===== src/rtl/fetch_pkg.sv =====
// Shared types and defaults for the instruction fetch stage.
package fetch_pkg;

  // Fetch control state: normal fetching or draining stale responses.
  typedef enum logic {
    S_RUN   = 1'b0,
    S_FLUSH = 1'b1
  } state_t;

  // One buffered fetch: instruction address, instruction word, misaligned flag.
  typedef struct packed {
    logic [31:0] pc;
    logic [31:0] inst;
    logic        exc;
  } fetch_entry_t;

  // Instruction word placed in exception entries (addi x0, x0, 0).
  localparam logic [31:0] NOP_INST_DEFAULT = 32'h0000_0013;

endpackage


===== src/rtl/fetch_fifo.sv =====
// Synchronous circular FIFO of fetch entries. The head is read straight from
// the storage registers (no push-to-head bypass); flush empties it at once.
module fetch_fifo
  import fetch_pkg::*;
#(
  parameter int unsigned DEPTH = 2,
  parameter int unsigned CW    = $clog2(DEPTH + 1)
) (
  input  logic          clk,
  input  logic          rst,
  input  logic          push,
  input  fetch_entry_t  push_data,
  input  logic          pop,
  input  logic          flush,
  output fetch_entry_t  head,
  output logic [CW-1:0] count
);

  localparam int unsigned PW   = (DEPTH > 1) ? $clog2(DEPTH) : 1;
  localparam logic [PW-1:0] LAST  = PW'(DEPTH - 1);
  localparam logic [PW-1:0] PZERO = {PW{1'b0}};

  fetch_entry_t  mem [DEPTH];
  logic [PW-1:0] wr_ptr;
  logic [PW-1:0] rd_ptr;

  function automatic logic [PW-1:0] ptr_inc(input logic [PW-1:0] p);
    return (p == LAST) ? PZERO : (p + PW'(1'b1));
  endfunction

  assign head = mem[rd_ptr];

  // Storage, pointers and occupancy; a simultaneous push and pop leaves count unchanged.
  always_ff @(posedge clk) begin
    if (rst) begin
      for (int i = 0; i < int'(DEPTH); i++) begin
        mem[i] <= {$bits(fetch_entry_t){1'b0}};
      end
      wr_ptr <= PZERO;
      rd_ptr <= PZERO;
      count  <= {CW{1'b0}};
    end else if (flush) begin
      wr_ptr <= PZERO;
      rd_ptr <= PZERO;
      count  <= {CW{1'b0}};
    end else begin
      if (push) begin
        mem[wr_ptr] <= push_data;
        wr_ptr      <= ptr_inc(wr_ptr);
      end
      if (pop) begin
        rd_ptr <= ptr_inc(rd_ptr);
      end
      count <= count + CW'(push) - CW'(pop);
    end
  end

endmodule


===== src/rtl/fetch_unit.sv =====
// Instruction fetch stage: issues word reads for pc_i, pairs in-order
// responses with their request addresses and buffers them for decode.
// Optional feature macro: FETCH_MISALIGN_CHK_EN (misaligned pc_i produces
// an exception entry instead of a memory request).
module fetch_unit
  import fetch_pkg::*;
#(
  parameter int unsigned FIFO_DEPTH = 2,
  parameter logic [31:0] NOP_INST   = NOP_INST_DEFAULT
) (
  input  logic        clk_sys_i,
  input  logic        rst_sys_i,
  input  logic [31:0] pc_i,
  output logic        pc_adv_o,
  input  logic        flush_i,
  output logic        imem_req_o,
  output logic [31:0] imem_addr_o,
  input  logic        imem_gnt_i,
  input  logic        imem_rvalid_i,
  input  logic [31:0] imem_rdata_i,
  output logic        if_valid_o,
  input  logic        if_ready_i,
  output logic [31:0] if_inst_o,
  output logic [31:0] if_pc_o,
  output logic        if_exc_o
);

  localparam int unsigned CW = $clog2(FIFO_DEPTH + 1);
  localparam int unsigned PW = (FIFO_DEPTH > 1) ? $clog2(FIFO_DEPTH) : 1;
  localparam logic [CW:0]   DEPTH_W = (CW + 1)'(FIFO_DEPTH);
  localparam logic [CW-1:0] CZERO   = {CW{1'b0}};
  localparam logic [CW-1:0] CONE    = CW'(1'b1);
  localparam logic [PW-1:0] LAST    = PW'(FIFO_DEPTH - 1);
  localparam logic [PW-1:0] PZERO   = {PW{1'b0}};

  state_t        state;
  logic [CW-1:0] out_cnt;
  logic [CW-1:0] drop_cnt;
  logic [CW-1:0] fifo_cnt;
  logic [CW-1:0] out_next;
  logic [CW:0]   occ;
  logic          stall;
  logic [31:0]   pcq [FIFO_DEPTH];
  logic [PW-1:0] pcq_wr;
  logic [PW-1:0] pcq_rd;

  logic          pop;
  logic          issue;
  logic          misalign;
  logic          grant;
  logic          resp;
  logic          resp_push;
  logic          exc_push;
  fetch_entry_t  push_entry;
  fetch_entry_t  head;
  logic          unused_head_exc;

  function automatic logic [PW-1:0] ptr_inc(input logic [PW-1:0] p);
    return (p == LAST) ? PZERO : (p + PW'(1'b1));
  endfunction

  assign pop         = if_valid_o & if_ready_i;
  assign if_valid_o  = (fifo_cnt != CZERO);
  assign if_inst_o   = head.inst;
  assign if_pc_o     = head.pc;
  assign imem_addr_o = {pc_i[31:2], 2'b00};
  assign pc_adv_o    = grant;

`ifdef FETCH_MISALIGN_CHK_EN
  assign if_exc_o        = head.exc;
  assign unused_head_exc = 1'b0;
`else
  assign if_exc_o        = 1'b0;
  assign unused_head_exc = head.exc;
`endif

  // Issue decision and response classification. The request is combinational
  // so the address tracks pc_i the cycle after an advance; it holds until
  // granted because the PC only moves on a grant.
  always_comb begin
    occ   = {1'b0, out_cnt} + {1'b0, fifo_cnt} - {{CW{1'b0}}, pop};
    issue = (state == S_RUN) & ~rst_sys_i & ~flush_i & ~stall & (occ < DEPTH_W);
`ifdef FETCH_MISALIGN_CHK_EN
    misalign = (pc_i[1:0] != 2'b00);
`else
    misalign = 1'b0;
`endif
    imem_req_o = issue & ~misalign;
    // Wait for older fetches to drain so the exception entry stays in program order.
    exc_push   = issue & misalign & (out_cnt == CZERO);
    grant      = imem_req_o & imem_gnt_i;
    resp       = imem_rvalid_i & (out_cnt != CZERO);
    resp_push  = resp & (state == S_RUN) & ~flush_i;
    out_next   = out_cnt + CW'(grant) - CW'(resp);
    if (resp_push) begin
      push_entry.pc   = pcq[pcq_rd];
      push_entry.inst = imem_rdata_i;
      push_entry.exc  = 1'b0;
    end else begin
      push_entry.pc   = pc_i;
      push_entry.inst = NOP_INST;
      push_entry.exc  = 1'b1;
    end
  end

  // Control FSM with outstanding/drop counters and the misalign stall flag.
  always_ff @(posedge clk_sys_i) begin
    if (rst_sys_i) begin
      state    <= S_RUN;
      out_cnt  <= CZERO;
      drop_cnt <= CZERO;
      stall    <= 1'b0;
    end else begin
      out_cnt <= out_next;
      if (flush_i) begin
        drop_cnt <= out_next;
        stall    <= 1'b0;
        state    <= (out_next != CZERO) ? S_FLUSH : S_RUN;
      end else begin
        case (state)
          S_RUN: begin
            if (exc_push) begin
              stall <= 1'b1;
            end
          end
          S_FLUSH: begin
            if (resp) begin
              drop_cnt <= drop_cnt - CONE;
              if (drop_cnt == CONE) begin
                state <= S_RUN;
              end
            end
          end
          default: begin
            state <= S_RUN;
          end
        endcase
      end
    end
  end

  // Queue of granted request addresses, popped as their responses are buffered.
  always_ff @(posedge clk_sys_i) begin
    if (rst_sys_i) begin
      for (int i = 0; i < int'(FIFO_DEPTH); i++) begin
        pcq[i] <= 32'h0000_0000;
      end
      pcq_wr <= PZERO;
      pcq_rd <= PZERO;
    end else if (flush_i) begin
      pcq_wr <= PZERO;
      pcq_rd <= PZERO;
    end else begin
      if (grant) begin
        pcq[pcq_wr] <= pc_i;
        pcq_wr      <= ptr_inc(pcq_wr);
      end
      if (resp_push) begin
        pcq_rd <= ptr_inc(pcq_rd);
      end
    end
  end

  fetch_fifo #(
    .DEPTH (FIFO_DEPTH),
    .CW    (CW)
  ) u_fifo (
    .clk       (clk_sys_i),
    .rst       (rst_sys_i),
    .push      (resp_push | exc_push),
    .push_data (push_entry),
    .pop       (pop),
    .flush     (flush_i),
    .head      (head),
    .count     (fifo_cnt)
  );

endmodule


===== config.mk =====
export PLATFORM = sky130hd
export DESIGN_NAME = fetch_unit
export DESIGN_NICKNAME = d
export VERILOG_FILES = /design/src/rtl/fetch_pkg.sv /design/src/rtl/fetch_fifo.sv /design/src/rtl/fetch_unit.sv
export SDC_FILE = /design/constraint.sdc
export NUM_CORES = 1
export LEC_CHECK = 0
export CORE_AREA = 2 2 171 140
export CTS_CLUSTER_SIZE = 8
export DETAILED_ROUTE_END_ITERATION = 6
export DIE_AREA = 0 0 173 142
export HOLD_SLACK_MARGIN = 0.02
export PLACE_DENSITY = 0.75
export SETUP_SLACK_MARGIN = 0.1
export SLEW_MARGIN = 0
export SYNTH_ARGS = -nofsm -noshare
export SYNTH_HDL_FRONTEND = slang
export SYNTH_HIERARCHICAL = 1
export SYNTH_SLANG_ARGS = --single-unit

===== constraint.sdc =====
create_clock -name clk_sys_i -period 5.7 [get_ports clk_sys_i]
set_input_delay 1.14 -clock clk_sys_i [delete_from_list [all_inputs] [get_ports clk_sys_i]]
set_output_delay 1.14 -clock clk_sys_i [all_outputs]
set_load 0.01 [all_outputs]

# Yosys cells after proc, flatten, opt, wreduce, memory -nomap -nowiden
# Memories as Yosys holds them, arrays and structs flattened. A register that Yosys moved wholly into a read port is not among the register bits.
# Index checks and enable logic that the tools add are counted.
[totals]
output_inout_bits = 100
ram_bits = 194
ff_bits = 11
inputBits = 70
memories = 2
word_cells = 76
[classes]
mux = 33
add_sub_neg = 11
n_reduce_logical = 9
bitwise_logic = 11
order_cmp = 1
eq_ne = 1
[memory_table]
columns = ["name", "depth", "width", "read_ports", "rd_clocked_by_memory_dff", "wr", "line", "text"]
rows = [
  ["u_fifo.mem", 2, 65, 1, 1, 2, "fetch_fifo.sv:23", "fetch_entry_t mem [DEPTH];"],
  ["pcq", 2, 32, 1, 1, 2, "fetch_unit.sv:43", "logic [31:0] pcq [FIFO_DEPTH];"],
]
[op_table]
columns = ["cell", "n"]
rows = [
  ["65-bit two-way mux", 2],
  ["65-bit OR reduction", 1],
  ["32-bit two-way mux", 1],
  ["32-bit OR reduction", 1],
  ["1-bit two-way mux", 27],
  ["2-bit nonzero test", 5],
  ["1-bit bitwise AND", 8],
  ["2-bit two-way mux", 3],
  ["1-bit adder (second input constant)", 4],
  ["2-bit by 1-bit adder with 2-bit output", 2],
  ["2-bit by 1-bit subtractor with 2-bit output", 2],
  ["2-bit by 2-bit adder with 3-bit output", 1],
  ["3-bit by 2-bit less-than comparator with 1-bit output (second input constant)", 1],
  ["1-bit inverter", 3],
  ["3-bit by 1-bit subtractor with 3-bit output", 1],
  ["2-bit by 1-bit equality test with 1-bit output (second input constant)", 1],
  ["2-bit AND reduction", 1],
  ["2-bit OR reduction", 1],
  ["2-bit by 1-bit subtractor with 2-bit output (second input constant)", 1],
]

# Longest topological paths before layout
[logic_depth]
word_depth = 12
mapped_depth = 11
ltp_nobuf = 9

# Cells and area by module
# Netlist, hierarchy kept.
[modules_own_cells]
columns = ["module", "n_inst", "cells_per_inst", "seq_area_each_um2", "area_each_um2"]
rows = [
  ["fetch_fifo", 1, 383, 4003.8, 5975.7],
  ["fetch_unit", 1, 379, 2082.0, 4134.0],
]

# Worst setup path before layout
# OpenSTA, ideal clock, no wires.
[synth_timing]
kind = "input to register"
start = "input flush_i"
end = "memory u_fifo/mem[0][0] (netlist name) (enable)"
arrival_ns = 3.870
cell_stages = 8
slack_ns = 1.408
required_ns = 5.278
path_buffers = 3
setup_time_ns = 0.422
cell_sequence = "or2_2 > or2_2 > clkbuf_1 > inv_1 > buf_2 > nor2b_4 > clkbuf_1 > a21o_1"
[synth_lines]
columns = ["item", "line", "text"]
rows = [
  ["start, declared", "fetch_unit.sv:15", "input logic flush_i,"],
  ["end, declared", "fetch_fifo.sv:23", ""],
]

# Worst setup path in the final report
[layout_timing]
start = "input if_ready_i"
end = "output pc_adv_o"
[layout_via]
elab_chain_len = 5
[layout_lines]
columns = ["item", "line", "text"]
rows = [
  ["start, declared", "fetch_unit.sv:22", "input logic if_ready_i,"],
  ["1-bit bitwise AND", "fetch_unit.sv:62", "assign pop = if_valid_o & if_ready_i;"],
  ["named net pop", "fetch_unit.sv:47", "logic pop;"],
  ["3-bit by 1-bit subtractor with 3-bit output", "fetch_unit.sv:81", "occ = {1'b0, out_cnt} + {1'b0, fifo_cnt} - {{CW{1'b0}}, pop};"],
  ["3-bit by 2-bit less-than comparator with 1-bit output", "fetch_unit.sv:82", "issue = (state == S_RUN) & ~rst_sys_i & ~flush_i & ~stall & (occ < DEPTH_W);"],
  ["1-bit bitwise AND", "fetch_unit.sv:82", ""],
  ["1-bit bitwise AND", "fetch_unit.sv:91", "grant = imem_req_o & imem_gnt_i;"],
  ["end, declared", "fetch_unit.sv:14", "output logic pc_adv_o,"],
]
# The timed path passes the listed nets, and every way through them passes these cells.

==> impl_summary.md <==
Routing
The residual DRC count is 0. Using the TritonRoute via totals, the vias-per-cell ratio works out to 5.25. In the final routed layout, each cell accounts on average for between 15 and 20 µm. The number of optimization iterations in the first detailed-route pass is 5. For this block, the routed nets add up to between 20,000 and 25,000 µm of wire. The routed via count is 6,257.

In this run, the number of DRC markers left after iteration 0 of detailed routing was ~420. The antenna violation net count after detailed routing is 0.

Clock network
The master cell of the clock root buffer is sky130_fd_sc_hd__clkbuf_16. The quantity of gates resized following cts is 0. The worst-skew pair later-pin latency is 0.53 ns.

The total of hold buffers inserted after clock tree synthesis is 0. The number of H-tree levels is 1. Counting along the longest clock path gives a buffer depth of 3. The number of buffers created by CTS is 29.

The CTS tree is done. Clock-pin slew was measured on the worst setup and hold paths at approximately 0.050 ns. The sink count of the clock tree is 205. The post-CTS repair timing setup buffer count is 0.

Synthesis
The mean instance size in the synthesized netlist is around 13 µm². The number of warnings issued by yosys is 6. Counting every instance in the synthesized netlist gives approximately 760.

The post-synth design cell area is about 0.01 mm².

STA
The final clock skew is between 0.02 and 0.025 ns. The worst path uses 88.9% of the clock period. The maximum clock rate is just under 200 MHz. The final number of setup-violating endpoints is 0. The transition time of the tightest slew-check pin is 1.09 ns. Setup repair after global routing left no endpoint under its margin. Counting I/O delays and the setup requirement, the final critical path takes between 5 and 6 ns. The number of hold-slack violations in the final timing report was 0. The sum of negative setup slack is 0 ns.

The number of max-slew violations in the final report is 0. Headroom to the max-slew limit came out at 27.1%.

Cells and area
The fraction of layout cells with a size suffix above 1 is between 15 and 20%. The footprint of the multi-input gates is around 0.0033 mm². Summing all non-filler instances in the final layout gives an area of approximately 0.012 mm². In the final layout, flip-flops and latches occupy around 0.0060 mm². The final cell utilization of the core is a little over half. Once layout is complete, the cells apart from fillers number 1,192.

The synthesis-to-layout area growth is 22.8%. The post-layout net count is 946. After filler insertion, the fill cell instance count of the layout stands at 1,904.

The number of antenna diodes in the final layout is 0.

Power and ir drop
The sum of internal, switching and leakage power is a little under 0.004 W. The ratio of total power to cell area is around 320 mW/mm². The static leakage is ~4.8 nW. The worst supply voltage drop on vdd is around 0.26 mV.

Critical path
The slowest cell on the critical path is sky130_fd_sc_hd__clkdlybuf4s50_1. In this design, the largest share of critical-path delay is due to simple AND/OR/NAND/NOR gates. The beginning of the worst register-to-register path is u_fifo/count[0]. In this run the critical register-to-register path is captured at pcq[1][23]. The critical path goes through clkdlybuf4s50_1, and2_1, ha_1, nand2b_1, fa_1, or4b_4, nor3_1, clkdlybuf4s50_1. The number of cells on the worst reg-to-reg path is 9. For the worst setup path, the data required time is around 4.6 ns. The internal reg-to-reg setup slack is roughly 2.3 ns. For the worst setup path, the data arrival time is between 3 and 4 ns. STA classifies the critical path endpoint as an output pin.

The critical path start-end classification is input port to output pin. STA classifies the critical path startpoint as an input port. The maximum fanout encountered on the critical timing path is 9. The number of buffers and inverters on the critical path is 2. On the worst path, the slowest cell contributes a delay of about 0.56 ns.

The most prevalent standard cell on the critical path is sky130_fd_sc_hd__clkdlybuf4s50_1.

Global routing
The via count of the first global-routing pass is 6,412. Entering global routing, the biggest net connects 99 pins. The first global-routing pass estimated roughly 35,000 µm of wire. The number of antenna violations at the first check in global routing is 0. The total global-route track usage is between 10% and 20%. The final global-route overflow total is 0.

Die
The number of cell rows is 50. The core region is between 0.02 and 0.025 mm². Measured along the x axis, the die boundary spans approximately 170 µm.

The area enclosed by the die boundary is 0.0246 mm². From bottom edge to top edge, the die measures 142 µm. The number of top-level design ports is 170. The initial utilization of the core area, before any placement, comes to 43.8%.

Worst hold path
The depth of the worst hold-timing path is 2. The class of the tightest hold or removal check is flop to flop. The worst hold path startpoint is pcq_rd.

Run
Across the run, the number of max-cap violations was 0.

Placement
The total instance count after detailed placement is about 1,200. The placed standard-cell area is between 0.01 and 0.015 mm². The routability congestion estimate from global placement is between 0.7 and 0.8. Port buffering added between 150 and 200 buffers. The wire-length estimate of the detail-placed layout is between 10,000 and 15,000 µm.

Status
The flow ran to the end, and the final reports show no timing, DRC or antenna violations.
-- state kept, by name, indices dropped and copies added (netlist names), named ones only --
signal	cells
drop_cnt	2
out_cnt	2
pcq	64
pcq_rd	1
pcq_wr	1
state	1
u_fifo/count	2
u_fifo/mem	128
u_fifo/rd_ptr	1
u_fifo/wr_ptr	1
-- worst max path at each step --
stage,startpoint,endpoint,slack (ns),cells past startpoint
detailed placement,if_ready_i,pc_adv_o,0.66,8
global route,if_ready_i,pc_adv_o,0.52,8
CTS,if_ready_i,pc_adv_o,0.64,8
finish,if_ready_i,pc_adv_o,0.63,8
global placement,if_ready_i,pc_adv_o,0.65,8
floorplan,flush_i,u_fifo/mem[0][10],1.43,8
-- layout make-up --
cell class | instances | share of cell area, %
clock buffers | 40 | 6.23
clock inverters | 2 | 0.112
inverters | 14 | 0.427
well taps | 312 | 3.17
flip-flops and latches | 205 | 49.0
repair buffers | 174 | 14.0
multi-input cells | 445 | 27.1
-- cell usage in the layout, fill, tap and decap left out, types with 2 or more instances in the layout --
cell,n
sky130_fd_sc_hd__o31a_2,3
sky130_fd_sc_hd__xnor2_1,4
sky130_fd_sc_hd__and3_1,128
sky130_fd_sc_hd__o21ai_0,65
sky130_fd_sc_hd__or2_2,5
sky130_fd_sc_hd__or3_1,4
sky130_fd_sc_hd__mux2i_1,33
sky130_fd_sc_hd__and2_2,25
sky130_fd_sc_hd__inv_1,14
sky130_fd_sc_hd__edfxtp_1,192
sky130_fd_sc_hd__clkbuf_16,29
sky130_fd_sc_hd__a21o_4,2
sky130_fd_sc_hd__dfxtp_1,11
sky130_fd_sc_hd__conb_1,3
sky130_fd_sc_hd__mux2_2,64
sky130_fd_sc_hd__nand2b_1,2
sky130_fd_sc_hd__ha_1,6
sky130_fd_sc_hd__and2_1,71
sky130_fd_sc_hd__buf_4,8
sky130_fd_sc_hd__clkdlybuf4s50_1,166
sky130_fd_sc_hd__nor4_4,2
sky130_fd_sc_hd__nor3_1,8
sky130_fd_sc_hd__clkbuf_1,11
sky130_fd_sc_hd__a21oi_1,3
-- tightest hold or removal path: stages, from the launching register on --
cell and delay (ns):
sky130_fd_sc_hd__dfxtp_1 0.30, sky130_fd_sc_hd__o21ai_0 0.10, sky130_fd_sc_hd__a21oi_1 0.07
-- report_power, final --
group | internal [W] | switching, W
Clock | 0.000914 | 0.000580
Sequential | 0.00177 | 0.0000475
Combinational | 0.000292 | 0.000376
-- metal layers --
| metal | vias to the layer above | GRT usage, % | wire, µm |
|---|---|---|---|
| li1 | 2961 | - | - |
| met1 | 3056 | 24.8 | 10300 |
| met2 | 210 | 29.5 | 10100 |
| met3 | 30 | 3.29 | 1240 |
| met4 | 0 | 3.79 | 355 |
| met5 | - | 0 | 0 |
-- stage by stage --
| stage | setup slack [ns] | hold slack, ns |
|---|---|---|
| 2_1_floorplan | 1.43 | 0.476 |
| 3_3_place_gp | 0.653 | 0.480 |
| 3_5_place_dp | 0.657 | 0.503 |
| 4_1_cts | 0.639 | 0.511 |
| 5_1_grt | 0.518 | 0.541 |
| 6_report | 0.633 | 0.512 |
Note: power is estimated with default switching activity, not from simulation.
